--- src/rtl/mpi_bus_master.sv ---
`default_nettype none
// ============================================================================
// Module      : mpi_bus_master
// Description : Command-driven MPI-bus master. Executes word read, word write
//               and byte write cycles on the active-low multiplexed nAD bus
//               with configurable address/data timing, a synchronised nRPLY
//               and a per-edge bus timeout that aborts a hung cycle.
//
// Ports:
//   CLKp, RSTp           bus clock, synchronous active-high reset
//   req_valid/req_ready  command handshake (ready only while idle)
//   req_write, req_byte  cycle type (byte qualifies writes only)
//   req_addr, req_wdata  address and write data, true polarity
//   rsp_valid            one-clock completion pulse
//   rsp_rdata, rsp_err   read data (true polarity) and timeout flag
//   ad_o/ad_oe/ad_i      nAD pad drive value, enable and input
//   nSYNC_o/nSYNC_oe     nSYNC pad drive value and enable
//   nWTBT_o/nDIN_o/nDOUT_o, ctrl_oe   control strobes and their shared enable
//   nBSY_o               open-drain nBSY (0 = pull low, 1 = release)
//   nRPLY_i              raw nRPLY from the pad
//
// Revision    : 1.0 - initial release
// ============================================================================
module mpi_bus_master #(
    parameter int AW      = 16,
    parameter int T_ASET  = 2,
    parameter int T_AHLD  = 1,
    parameter int T_DSET  = 2,
    parameter int TIMEOUT = 64,
    parameter int SYNC_N  = 2
) (
    input  logic          CLKp,
    input  logic          RSTp,
    // request / response port
    input  logic          req_valid,
    output logic          req_ready,
    input  logic          req_write,
    input  logic          req_byte,
    input  logic [AW-1:0] req_addr,
    input  logic [15:0]   req_wdata,
    output logic          rsp_valid,
    output logic [15:0]   rsp_rdata,
    output logic          rsp_err,
    // MPI pad side
    output logic [15:0]   ad_o,
    output logic          ad_oe,
    input  logic [15:0]   ad_i,
    output logic          nSYNC_o,
    output logic          nSYNC_oe,
    output logic          nWTBT_o,
    output logic          nDIN_o,
    output logic          nDOUT_o,
    output logic          ctrl_oe,
    output logic          nBSY_o,
    input  logic          nRPLY_i
);

    // ------------------------------------------------------------------
    // Constants
    // ------------------------------------------------------------------
    localparam int CW = $clog2(TIMEOUT + 1);

    // Phase counters compare against "last clock of phase" values so that a
    // phase of N clocks runs with the counter at 0 .. N-1.
    localparam logic [CW-1:0] c_aset_last = CW'(T_ASET - 1);
    localparam logic [CW-1:0] c_ahld_last = CW'(T_AHLD - 1);
    localparam logic [CW-1:0] c_dset_last = CW'(T_DSET - 1);
    localparam logic [CW-1:0] c_tmo_last  = CW'(TIMEOUT - 1);

    localparam logic [3:0] c_st_idle   = 4'd0;
    localparam logic [3:0] c_st_addr   = 4'd1;
    localparam logic [3:0] c_st_sync   = 4'd2;
    localparam logic [3:0] c_st_data   = 4'd3;
    localparam logic [3:0] c_st_strobe = 4'd4;
    localparam logic [3:0] c_st_rel    = 4'd5;
    localparam logic [3:0] c_st_end    = 4'd6;
    localparam logic [3:0] c_st_float  = 4'd7;
    localparam logic [3:0] c_st_abort  = 4'd8;

    // ------------------------------------------------------------------
    // Signals
    // ------------------------------------------------------------------
    logic [3:0]        r_state;
    logic [3:0]        w_next;
    logic [CW-1:0]     r_cnt;
    logic [SYNC_N-1:0] r_rply_sync;
    logic              w_rply;
    logic              w_accept;
    logic              w_capture;
    logic              w_tmo;
    logic [15:0]       w_addr16;
    logic [15:0]       w_wdata_bus;

    logic              r_write;
    logic              r_byte;
    logic [15:0]       r_addr;
    logic [15:0]       r_wdata;
    logic [15:0]       r_rdata;
    logic              r_err;

    // ------------------------------------------------------------------
    // Address width adaptation: only 16 address bits exist on the bus.
    // ------------------------------------------------------------------
    generate
        if (AW >= 16) begin : g_addr_wide
            assign w_addr16 = req_addr[15:0];
        end else begin : g_addr_narrow
            assign w_addr16 = {{(16 - AW){1'b0}}, req_addr};
        end
    endgenerate

    // ------------------------------------------------------------------
    // nRPLY synchroniser. Resets to the released (high) level so a reset
    // never looks like a pending reply.
    // ------------------------------------------------------------------
    generate
        if (SYNC_N > 1) begin : g_rply_sync
            always_ff @(posedge CLKp) begin
                if (RSTp) begin
                    r_rply_sync <= '1;
                end else begin
                    r_rply_sync <= {r_rply_sync[SYNC_N-2:0], nRPLY_i};
                end
            end
        end else begin : g_rply_sync_min
            always_ff @(posedge CLKp) begin
                if (RSTp) begin
                    r_rply_sync <= '1;
                end else begin
                    r_rply_sync <= nRPLY_i;
                end
            end
        end
    endgenerate

    assign w_rply   = ~r_rply_sync[SYNC_N-1];
    assign w_accept = req_valid && (r_state == c_st_idle);

    // Byte writes place the low byte on both lanes of the bus.
    assign w_wdata_bus = r_byte ? ~{r_wdata[7:0], r_wdata[7:0]} : ~r_wdata;

    // ------------------------------------------------------------------
    // State register
    // ------------------------------------------------------------------
    always_ff @(posedge CLKp) begin
        if (RSTp) begin
            r_state <= c_st_idle;
        end else begin
            r_state <= w_next;
        end
    end

    // ------------------------------------------------------------------
    // Next-state logic
    // ------------------------------------------------------------------
    always_comb begin
        w_next    = r_state;
        w_capture = 1'b0;
        w_tmo     = 1'b0;
        case (r_state)
            c_st_idle: begin
                if (req_valid) begin
                    w_next = c_st_addr;
                end
            end
            c_st_addr: begin
                if (r_cnt == c_aset_last) begin
                    w_next = c_st_sync;
                end
            end
            c_st_sync: begin
                if (r_cnt == c_ahld_last) begin
                    w_next = c_st_data;
                end
            end
            c_st_data: begin
                if (r_cnt == c_dset_last) begin
                    w_next = c_st_strobe;
                end
            end
            c_st_strobe: begin
                // A reply already present on entry is accepted as-is; a
                // stuck-low line is then caught by the release timeout.
                if (w_rply) begin
                    w_next    = c_st_rel;
                    w_capture = ~r_write;
                end else if (r_cnt == c_tmo_last) begin
                    w_next = c_st_abort;
                    w_tmo  = 1'b1;
                end
            end
            c_st_rel: begin
                if (!w_rply) begin
                    w_next = c_st_end;
                end else if (r_cnt == c_tmo_last) begin
                    w_next = c_st_abort;
                    w_tmo  = 1'b1;
                end
            end
            c_st_abort: w_next = c_st_end;
            c_st_end:   w_next = c_st_float;
            c_st_float: w_next = c_st_idle;
            default:    w_next = c_st_idle;
        endcase
    end

    // ------------------------------------------------------------------
    // Phase/timeout counter and command/response registers
    // ------------------------------------------------------------------
    always_ff @(posedge CLKp) begin
        if (RSTp) begin
            r_cnt   <= '0;
            r_write <= 1'b0;
            r_byte  <= 1'b0;
            r_addr  <= '0;
            r_wdata <= '0;
            r_rdata <= '0;
            r_err   <= 1'b0;
        end else begin
            // Counter restarts on every state change and rests at 0 when idle.
            if ((w_next != r_state) || (r_state == c_st_idle)) begin
                r_cnt <= '0;
            end else begin
                r_cnt <= r_cnt + CW'(1);
            end

            if (w_accept) begin
                r_write <= req_write;
                r_byte  <= req_byte & req_write;
                r_addr  <= w_addr16;
                r_wdata <= req_wdata;
                // Cleared per command so writes and aborted reads return 0.
                r_rdata <= '0;
                r_err   <= 1'b0;
            end

            if (w_capture) begin
                r_rdata <= ~ad_i;
            end

            if (w_tmo) begin
                r_err <= 1'b1;
            end
        end
    end

    assign rsp_rdata = r_rdata;
    assign rsp_err   = r_err;

    // ------------------------------------------------------------------
    // Output decode (Moore)
    // ------------------------------------------------------------------
    always_comb begin
        req_ready = 1'b0;
        rsp_valid = 1'b0;
        ad_o      = 16'hFFFF;
        ad_oe     = 1'b0;
        nSYNC_o   = 1'b1;
        nSYNC_oe  = 1'b0;
        nWTBT_o   = 1'b1;
        nDIN_o    = 1'b1;
        nDOUT_o   = 1'b1;
        ctrl_oe   = 1'b0;
        nBSY_o    = 1'b1;
        case (r_state)
            c_st_idle: begin
                req_ready = 1'b1;
            end
            c_st_addr: begin
                nBSY_o  = 1'b0;
                ctrl_oe = 1'b1;
                ad_oe   = 1'b1;
                ad_o    = ~r_addr;
                nWTBT_o = ~r_write;
            end
            c_st_sync: begin
                nBSY_o   = 1'b0;
                ctrl_oe  = 1'b1;
                ad_oe    = 1'b1;
                ad_o     = ~r_addr;
                nWTBT_o  = ~r_write;
                nSYNC_oe = 1'b1;
                nSYNC_o  = 1'b0;
            end
            c_st_data: begin
                nBSY_o   = 1'b0;
                ctrl_oe  = 1'b1;
                nSYNC_oe = 1'b1;
                nSYNC_o  = 1'b0;
                // Reads turn the bus around here so the slave can drive it.
                ad_oe    = r_write;
                ad_o     = r_write ? w_wdata_bus : 16'hFFFF;
            end
            c_st_strobe: begin
                nBSY_o   = 1'b0;
                ctrl_oe  = 1'b1;
                nSYNC_oe = 1'b1;
                nSYNC_o  = 1'b0;
                ad_oe    = r_write;
                ad_o     = r_write ? w_wdata_bus : 16'hFFFF;
                nDIN_o   = r_write;
                nDOUT_o  = ~r_write;
                nWTBT_o  = r_write ? ~r_byte : 1'b1;
            end
            c_st_rel: begin
                nBSY_o   = 1'b0;
                ctrl_oe  = 1'b1;
                nSYNC_oe = 1'b1;
                nSYNC_o  = 1'b0;
            end
            c_st_abort: begin
                // Strobes and data released; bus ownership held until END.
                nBSY_o   = 1'b0;
                nSYNC_oe = 1'b1;
                nSYNC_o  = 1'b0;
            end
            c_st_end: begin
                // Drive nSYNC high for one clock before floating it.
                nSYNC_oe = 1'b1;
                nSYNC_o  = 1'b1;
            end
            c_st_float: begin
                rsp_valid = 1'b1;
            end
            default: begin
                req_ready = 1'b0;
            end
        endcase
    end

endmodule
`default_nettype wire
--- config.mk ---
export PLATFORM = sky130hd
export DESIGN_NAME = mpi_bus_master
export DESIGN_NICKNAME = d
export VERILOG_FILES = /design/src/rtl/mpi_bus_master.sv
export SDC_FILE = /design/constraint.sdc
export NUM_CORES = 1
export LEC_CHECK = 0
export CORE_MARGIN = 1.5
export CORE_UTILIZATION = 46
export DETAILED_ROUTE_END_ITERATION = 12
export PLACE_DENSITY = 0.89
export SLEW_MARGIN = 10
export SYNTH_ARGS = -nofsm -noshare
export SYNTH_HDL_FRONTEND = slang
export SYNTH_SLANG_ARGS = --single-unit
--- constraint.sdc ---
create_clock -name CLKp -period 2.4 [get_ports CLKp]
set_input_delay 0.36 -clock CLKp [delete_from_list [all_inputs] [get_ports CLKp]]
set_output_delay 0.36 -clock CLKp [all_outputs]
set_load 0.02 [all_outputs]
==> summary.txt, run 1 <==
Die
  – Horiz. Die Dim: approximately 84 microns
  – Die Outline Area: around 7100 sq um
  – Cell Rows: 29
  – Die height: about 84 microns
  – Number of top-level design ports: 97
  – Effective utilization at floorplan: between 40% and 50%
  – Total core area: roughly 6400 sq um

STA
  – Slew Limit Fails: 0
  – Final count of hold timing violations: 0
  – Relative max-transition margin: 61.6%
  – Slew @ Worst Pin: 0.576 ns
  – Unrepaired setup endpoints after global routing: false
  – Setup TNS after final layout: 0 ns
  – Fin crit share: between 90% and 100%
  – Post-route clock skew: around 0.0094 ns
  – Highest Clock Rate: around 430 MHz
  – Final min period: between 2 and 2.5 ns
  – Count of endpoints failing setup in the final report: 0

GRT
  – Global-route total usage across every layer: a little under a quarter
  – Maximum number of pins on one net before global-route repair: between 50 and 60
  – Vias in the first global route: 2921
  – Grt ovf: 0
  – Antenna violations before repair: 0
  – Wire length of the first global-routing pass: roughly 14000 microns

Final layout
  – Area added between synthesis and finish: 39.3%
  – Count of inserted antenna diode cells: 0
  – Layout Nets: 536
  – Util after Layout: between 60% and 70%
  – Area of the multi-input gates: 1590 sq um
  – Post-Layout Cell Count: 560
  – Sequential Area: about 1300 sq um
  – Fraction of layout cells with a size suffix above 1: 9.73%
  – Fill cell instance count of the final layout: 551

Worst setup path
  – Worst setup EP type: output port
  – Launching element of the worst setup path: r_state[2]
  – Data arrival at the endpoint of the critical path: slightly below 2 ns
  – Crit Reg-Reg Startpoint: r_cnt[0]
  – Crit Path Max Fanout: 14
  – Worst Setup Path Type: flip-flop to output port
  – Data required time at the worst endpoint: around 2.0 ns
  – Critical path launch point type: flip-flop

Placement
  – Instance count after placement with tap cells included: about 550
  – Routability Congestion: approximately 0.92
  – Count of input and output buffers: 96
  – Detailed-placement wirelength estimate: approximately 5900 microns

Synthesis
  – Post-Syn Instances: 388
  – Leading cell type by number of instances after synthesis: nand2_1
  – Sequential fraction of the synthesis area: 42.1%
  – Cell types with the highest counts after synthesis: nand2_1, dfxtp_1, nor2_1, a21oi_1, clkbuf_1
  – Dominant cells by area after synthesis: dfxtp_1, nand2_1, a21oi_1, nor2_1, o221ai_1
  – Post-synthesis instance area: 3050 sq um
  – Area share of the largest cell type after synthesis: between 40% and 50%
  – Syn avg cell area: 7.85 sq um
  – Top FF cell, synth: dfxtp_1
  – Netlist cell types: 48
  – Synthesized netlist net count: about 450
  – Number of flops mapped to enable cells by yosys: 0
  – Fraction of synthesis flops using an asynchronous set or reset pin: 0%
  – #FFs+latches synth: 64
  – Warnings, synthesis: 0
  – Largest area contributor in the netlist: dfxtp_1

Clock network
  – Buffers from clock root to sink, at most: 2
  – Post-CTS Hold Buffers: 0
  – CTS tree: yes
  – Clock-pin slew reported for the worst setup and hold paths after clock tree synthesis: 0.07 ns
  – Clock latency on the worst-skew pair: 0.34 ns
  – Number of gates given a new drive strength after cts: 23
  – # clock sinks: between 60 and 70
  – Post-CTS Setup Repair Bufs: 0
  – Clock Tree Root: clkbuf_8
  – Clock H-tree levels: 3
  – CTS Buf Count: 9

Worst hold path
  – HP Start: r_rply_sync[0]
  – Min-delay worst type: flip-flop to flip-flop

Route
  – Starting DRC count in detailed routing: ~100
  – Number of routed nets with antenna violations: 0
  – Total via count after detailed routing: slightly above 3000
  – Total iterations of the first detailed-routing run: 5
  – Post-Route WL: approximately 8600 microns
  – Number of vias per cell: about 5.5
  – DRC violation count after routing: 0
  – Routed length per instance: roughly 15 microns

Power
  – Overall power after layout: roughly 2.8 mW
  – Reported leakage power: 1.57 nW
  – Power density over the cells: about 670 nW/um^2
  – Worst IR drop on VDD: between 0.4 and 0.5 mV

Run status
  – Status: finished clean

Flow run
  – Max-capacitance violation count: 0
[cells by family (layout without fill, tap and decap cells)]
| family | after synthesis | count (layout) | synth area share [%] |
|---|---|---|---|
| XOR/XNOR | 6 | 6 | 1.73 |
| multiplexers | 8 | 8 | 2.63 |
| AND/OR/NAND/NOR | 169 | 169 | 24.9 |
| adder cells (fa/ha/maj) | 3 | 3 | 1.23 |
| flip-flops | 64 | 64 | 42.1 |
| AO/OA/AOI/OAI | 100 | 100 | 21.4 |
| buffers and inverters | 38 | 133 | 6.04 |
[worst max-delay path, stage by stage, from the launching register on]
cell           delay (ns)
dfxtp_2              0.39
and2b_2              0.26
a22o_1               0.20
nand2_2              0.12
buf_6                0.16
o221ai_1             0.13
dlygate4sd2_1        0.34
[per-stage QoR]
step                setup WS [ns]  instance area [sq um]  hold WS (ns)
finish                     0.0962                   4240         0.417
global route              0.00682                   4240         0.426
CTS                        0.0198                   4230         0.415
detailed placement          0.129                   4070         0.401
global placement            0.217                   4070         0.392
floorplan                   0.283                   3050         0.389
[path summary, 6_finish.rpt]
check                        end  slack [ns]  depth (start not counted)
setup / recovery         ad_o[2]         0.1                          6
hold / removal    r_rply_sync[1]        0.42                          1
setup reg to reg        r_cnt[4]        0.29                          7
hold reg to reg   r_rply_sync[1]        0.42                          1
[placed cells by master, fill, tap and decap left out, types with 3 or more instances in the layout]
master,synthesis,routed
a21oi_1,45,45
a31oi_1,16,16
and2_1,9,9
buf_4,0,13
clkbuf_8,0,11
clkdlybuf4s50_1,0,71
dfxtp_1,64,61
dlygate4sd2_1,0,18
dlymetal6s2s_1,0,4
ha_1,3,3
inv_1,6,6
mux2i_1,8,8
nand2_1,75,74
nand2b_1,4,4
nand3_1,6,6
nor2_1,49,49
nor2b_1,3,3
nor3_1,5,5
o21ai_0,6,6
o221ai_1,16,16
xnor2_1,3,3
xor2_1,3,3
[where the power goes]
part	switching, mW	internal, mW
sequential	0.0496	1.12
combinational	0.470	0.354
clock	0.401	0.422
total	0.920	1.90
[per-layer routing]
| layer | global-route usage (%) | share of wire (%) | up-vias |
|---|---|---|---|
| met5 | 0 | 0 | - |
| met3 | 7.77 | 6.9 | 19 |
| met1 | 28.1 | 42 | 1413 |
| met2 | 41.2 | 50 | 122 |
| met4 | 7.62 | 1.8 | 0 |
| li1 | - | - | 1523 |
[sequential cells by signal, indices dropped and copies added, names as in the netlist]
name / cells
r_cnt: 7
r_state: 4
rsp_rdata: 16
r_write: 1
r_wdata: 16
r_addr: 16
r_rply_sync: 2
rsp_err: 1
r_byte: 1
[area by class of cell]
class,instances,area share (%)
flip-flops and latches,64,30.4
clock buffers,12,3.66
multi-input cells,286,37.5
well taps,77,2.27
clock inverters,3,0.413
inverters,6,0.531
repair buffers,112,25.3
Note: power is estimated with default switching activity, not from simulation.
==> inputs of run 2 (changes only) <==
--- a/config.mk
+++ b/config.mk
@@ -5,10 +5,12 @@
 export SDC_FILE = /design/constraint.sdc
 export NUM_CORES = 1
 export LEC_CHECK = 0
+export CAP_MARGIN = 5
 export CORE_MARGIN = 1.5
 export CORE_UTILIZATION = 46
 export DETAILED_ROUTE_END_ITERATION = 12
 export PLACE_DENSITY = 0.89
+export SKIP_LAST_GASP = 1
 export SLEW_MARGIN = 10
 export SYNTH_ARGS = -nofsm -noshare
 export SYNTH_HDL_FRONTEND = slang
==> results of run 2 <==
Same layout as run 1: the final DEF is identical, and so are final timing and power.
==> inputs of run 3 (changes only) <==
--- a/config.mk
+++ b/config.mk
@@ -11,7 +11,7 @@
 export DETAILED_ROUTE_END_ITERATION = 12
 export PLACE_DENSITY = 0.89
 export SKIP_LAST_GASP = 1
-export SLEW_MARGIN = 10
+export SLEW_MARGIN = 15
 export SYNTH_ARGS = -nofsm -noshare
 export SYNTH_HDL_FRONTEND = slang
 export SYNTH_SLANG_ARGS = --single-unit
==> results of run 3 <==
Same layout as run 1: the final DEF is identical, and so are final timing and power.
